**config.mk**
```make
export PLATFORM = sky130hd
export DESIGN_NAME = hilo_mul_unit
export DESIGN_NICKNAME = d
export VERILOG_FILES = /design/src/rtl/hilo_mul_unit.sv
export SDC_FILE = /design/constraint.sdc
export NUM_CORES = 1
export LEC_CHECK = 0
export ABC_CLOCK_PERIOD_IN_PS = 3400
export CORE_UTILIZATION = 35
export DETAILED_ROUTE_END_ITERATION = 16
export GPL_ROUTABILITY_DRIVEN = 0
export PLACE_DENSITY = 0.73
export SLEW_MARGIN = 20
export SYNTH_ARGS = -nofsm -noshare
export SYNTH_HDL_FRONTEND = slang
export SYNTH_SLANG_ARGS = --single-unit
```
**constraint.sdc**
```tcl
create_clock -name clk -period 3.4 [get_ports clk]
set_input_delay 0.68 -clock clk [delete_from_list [all_inputs] [get_ports clk]]
set_output_delay 0.68 -clock clk [all_outputs]
set_load 0.01 [all_outputs]
```
**src/rtl/hilo_mul_unit.sv**
```systemverilog
// HI/LO result stage behind the 32x32 unsigned array multiplier: captures operand magnitudes,
// waits LAT cycles (multicycle path), applies sign correction, and serves MTHI/MTLO with stall.
module hilo_mul_unit #(
    parameter int unsigned LAT = 2
) (
    input  logic        clk,
    input  logic        rst_n,
    input  logic        start,
    input  logic        is_signed,
    input  logic [31:0] rs_data,
    input  logic [31:0] rt_data,
    input  logic        mthi,
    input  logic        mtlo,
    input  logic [31:0] wdata,
    input  logic        mfhi,
    input  logic        mflo,
    output logic [31:0] mul_a,
    output logic [31:0] mul_b,
    input  logic [63:0] mul_result,
    output logic [31:0] hi,
    output logic [31:0] lo,
    output logic        busy,
    output logic        stall,
    output logic        done
);

    localparam logic [3:0] LAT_C = 4'(LAT);

    typedef enum logic {
        IDLE = 1'b0,
        RUN  = 1'b1
    } state_t;

    state_t      state_q;
    logic [3:0]  cnt_q;
    logic        neg_q;
    logic [31:0] op_a_q, op_b_q;
    logic [31:0] hi_q, lo_q;
    logic        done_q;

    logic [31:0] mag_a_d, mag_b_d;
    logic        neg_d;
    logic [63:0] prod_d;

    // Two's complement magnitude; -2^31 naturally maps to 0x8000_0000.
    always_comb begin
        mag_a_d = rs_data;
        mag_b_d = rt_data;
        neg_d   = 1'b0;
        if (is_signed) begin
            if (rs_data[31]) mag_a_d = ~rs_data + 32'd1;
            if (rt_data[31]) mag_b_d = ~rt_data + 32'd1;
            neg_d = rs_data[31] ^ rt_data[31];
        end
    end

    assign prod_d = neg_q ? (~mul_result + 64'd1) : mul_result;

    always_ff @(posedge clk or negedge rst_n) begin
        if (!rst_n) begin
            state_q <= IDLE;
            cnt_q   <= 4'd0;
            neg_q   <= 1'b0;
            op_a_q  <= 32'd0;
            op_b_q  <= 32'd0;
            hi_q    <= 32'd0;
            lo_q    <= 32'd0;
            done_q  <= 1'b0;
        end else begin
            done_q <= 1'b0;
            case (state_q)
                IDLE: begin
                    if (mthi) hi_q <= wdata;
                    if (mtlo) lo_q <= wdata;
                    if (start) begin
                        op_a_q  <= mag_a_d;
                        op_b_q  <= mag_b_d;
                        neg_q   <= neg_d;
                        cnt_q   <= LAT_C;
                        state_q <= RUN;
                    end
                end
                RUN: begin
                    cnt_q <= cnt_q - 4'd1;
                    if (cnt_q == 4'd1) begin
                        hi_q    <= prod_d[63:32];
                        lo_q    <= prod_d[31:0];
                        done_q  <= 1'b1;
                        state_q <= IDLE;
                    end
                end
                default: state_q <= IDLE;
            endcase
        end
    end

    assign busy  = (state_q == RUN);
    assign stall = busy & (start | mthi | mtlo | mfhi | mflo);
    assign mul_a = op_a_q;
    assign mul_b = op_b_q;
    assign hi    = hi_q;
    assign lo    = lo_q;
    assign done  = done_q;

endmodule

```
==> run_results.csv <==
group,metric,value,unit
power,pwr-share-clk,0.188,
clock_tree,cts_resized,0,
logic_synthesis,ys_warn_count,0,
power,ir_worst_vdd,0.000356,V
sta,period_minus_slack,3.21,ns
sta,grt_setup_unrepaired,"no",
worst_setup_path,slowest_stage,"or4_4",
grt,grt_overflow_total,0,
sta,setup_violations,0,
logic_synthesis,netlist-cell-type-count,50,
power,power_frac_comb,0.492,
grt,grt_pass1_wl,45900,microns
placement,io_buffers,298,
sta,drv_slew,0,
detailed_routing,antenna_left,0,
worst_setup_path,timing.rr.end,"lo[24]",
logic_synthesis,synthCells,908,
floorplan,io_pins,299,
worst_setup_path,ff2ff_setup_slack,0.90,ns
grt,grt_pass1_vias,8334,
detailed_routing,drc,0,
grt,antenna_found_initial,0,
detailed_routing,routed_wl,29700,microns
finish,area_delta_synth_final,50.1,%
worst_setup_path,worstPathArrival,3.52,ns
finish,layout-drive-gt1-share,0.0891,
sta,max_freq,0.312,GHz
worst_setup_path,rr_startpoint,"cnt_q[1]",
sta,setup_tns,0,ns
floorplan,die-width,154,microns
detailed_routing,first_pass_iters,5,
clock_tree,cts-root-buf,"clkbuf_16",
floorplan,die_area,23800,sq um
power,swShare,0.386,
finish,antenna_cells,0,
sta,finalHoldViolations,0,
logic_synthesis,synthArstFlopShare,1.00,
power,power,0.00907,W
clock_tree,cts_hold_buf,0,
logic_synthesis,synth_ff_type,"dfrtp_1",
clock_tree,path_clk_slew,0.07,ns
clock_tree,clkSinkCount,135,
worst_setup_path,crit_fanout,18,
job,maxCapViolCount,0,
floorplan,initial_core_util,0.357,
power,p_switching,0.00350,W
worst_setup_path,setup.worst_path.start_class,"primary input",
worst_hold_path,hp-class,"primary input to async pin",
power,p_int,0.00557,W
clock_tree,cts.path.max_buffers,2,
placement,post-dp-hpwl,22400,microns
worst_setup_path,end_kind,"flip-flop",
power,p_leak,4.87,nW
finish,final_net_count,1394,
worst_setup_path,cp.required,3.72,ns
finish,finish.instance_area,12200,sq um
sta,worst_slew_pin_slew,0.908,ns
sta,relSlewSlack,0.395,
clock_tree,cts_setup_buffers,0,
run_status,outcome,"completed",
worst_setup_path,cpPeakStageDelay,0.57,ns
logic_synthesis,synthTopCellsByArea,"dfrtp_1, xor2_1, o21ai_0",
grt,grt_max_degree,58,
floorplan,row_count,55,
detailed_routing,dr_total_vias,8365,
worst_setup_path,crit_chain,"clkdlybuf4s50_1 > or4_4 > or2_1 > or4_1 > buf_4 > o41ai_1 > xor2_1 > a221oi_1",
detailed_routing,via_per_inst,5.51,
logic_synthesis,synth_top_area_share,0.416,
power,p_per_area,745,nW/um^2
logic_synthesis,synth_seq_area_share,0.416,
placement,placed_area,11700,sq um
clock_tree,insertion_delay,0.42,ns
logic_synthesis,ys_top_cells_by_count,"dfrtp_1, nand2_1, o21ai_0",
finish,utilization,0.536,
sta,clock_skew,0.0134,ns
logic_synthesis,synth_edf_count,0,
detailed_routing,wl_per_cell,19.5,microns
logic_synthesis,synth_fp_nets,1081,
clock_tree,cts_buffers,17,
logic_synthesis,yosysMostFrequentCell,"dfrtp_1",
worst_setup_path,r2r_cells,8,
logic_synthesis,syn_area_per_cell,8.94,sq um
worst_setup_path,path_class,"primary input to flip-flop",
logic_synthesis,ys_seq_elements,135,
grt,grt_usage,0.250,
floorplan,core-area,22700,sq um
detailed_routing,dr.first_iter.drc_count,443,
sta,finalCritPeriodShare,0.943,
power,seq_power_share,0.319,
clock_tree,htree_levels,4,
logic_synthesis,yosysTopAreaCell,"dfrtp_1",
floorplan,die_y,154,microns
clock_tree,cts_tree,"done",
logic_synthesis,syn_area,8120,sq um
-- metrics by stage --
step	instances	setup slack [ns]	hold slack, ns
2_1_floorplan	908	0.505	0.384
3_3_place_gp	1487	-0.117	0.459
3_5_place_dp	1487	-0.197	0.466
4_1_cts	1519	0.234	0.236
5_1_grt	1519	0.133	0.259
6_report	1519	0.195	0.220
-- cells by family (layout without fill, tap and decap cells) --
kind of cell,count (synthesis),count (layout),share of synthesized area
AND/OR/NAND/NOR,288,288,0.167
AO/OA/AOI/OAI,279,279,0.231
flip-flops,135,135,0.416
multiplexers,8,8,0.00987
XOR/XNOR,123,123,0.133
buffers and inverters,70,396,0.0351
adder cells (fa/ha/maj),5,5,0.00771
-- critical path, delay by kind of cell --
family	cells	cell delay [ns]
and+or+nand+nor	3	1.31
AOI/OAI and AO/OA	2	0.75
buffers and inverters	2	0.66
xor gates and xnor gates	1	0.12
-- worst max-delay path by stage --
| stage | startpoint | endpoint | slack (ns) | cells after the start |
|---|---|---|---|---|
| 2_1_floorplan | mul_result[22] | hi[17] | 0.51 | 7 |
| 3_3_place_gp | mul_result[22] | hi[17] | -0.12 | 8 |
| 3_5_place_dp | mul_result[22] | hi[25] | -0.20 | 8 |
| 4_1_cts | mul_result[22] | hi[25] | 0.23 | 8 |
| 5_1_grt | mul_result[22] | hi[15] | 0.13 | 8 |
| 6_report | mul_result[22] | hi[25] | 0.19 | 8 |
-- area by class of cell --
type / count / area (sq um)
multi-input combinational: 703 / 4480
clock inverter: 13 / 98.8
fill: 2085 / 10500
inverter: 14 / 52.6
timing repair buffer: 350 / 3390
sequential: 135 / 3380
clock buffer: 19 / 433
tap: 285 / 357
-- metal layers --
layer / global-route usage / vias to the layer above / wire length [microns]
met5: 0 / - / 0
met4: 0.108 / 0 / 1030
met3: 0.0712 / 64 / 2790
met2: 0.419 / 423 / 13900
met1: 0.299 / 3959 / 12000
li1: - / 3919 / -
-- cell usage in the layout, fill, tap and decap left out, drive strengths merged, types with 4 or more instances in the layout --
| master | synthesis | layout |
|---|---|---|
| clkdlybuf4s50 | 0 | 297 |
| or3 | 10 | 10 |
| o41ai | 28 | 28 |
| o21ai | 108 | 108 |
| buf | 10 | 53 |
| xnor2 | 38 | 38 |
| nand3 | 9 | 9 |
| inv | 14 | 17 |
| dfrtp | 135 | 135 |
| nand2 | 123 | 123 |
| a221oi | 16 | 16 |
| nor2 | 71 | 71 |
| o221ai | 13 | 13 |
| a211oi | 8 | 8 |
| a21oi | 39 | 39 |
| a21o | 16 | 16 |
| or2 | 9 | 9 |
| xor2 | 85 | 85 |
| nor4 | 13 | 13 |
| o31ai | 34 | 34 |
| or4 | 19 | 19 |
| clkbuf | 46 | 19 |
| and3 | 5 | 5 |
| o22ai | 10 | 10 |
| mux2i | 8 | 8 |
| and2 | 4 | 4 |
| nor3 | 10 | 10 |
| clkinv | 0 | 7 |
| ha | 5 | 5 |
-- state kept, by name, indices dropped and copies added (netlist names) --
register  cells
neg_q         1
done          1
mul_a        32
cnt_q         4
lo           32
hi           32
mul_b        32
busy          1
-- power groups by stage --
stage	Clock [W]	Sequential (W)	Combinational [W]
after floorplan	0	0.00309	0.00188
after global placement	0	0.00290	0.00438
after detailed placement	0	0.00290	0.00446
after CTS	0.00175	0.00289	0.00448
after global routing	0.00181	0.00298	0.00487
final	0.00171	0.00290	0.00447
(Power assumes the default switching activity.)
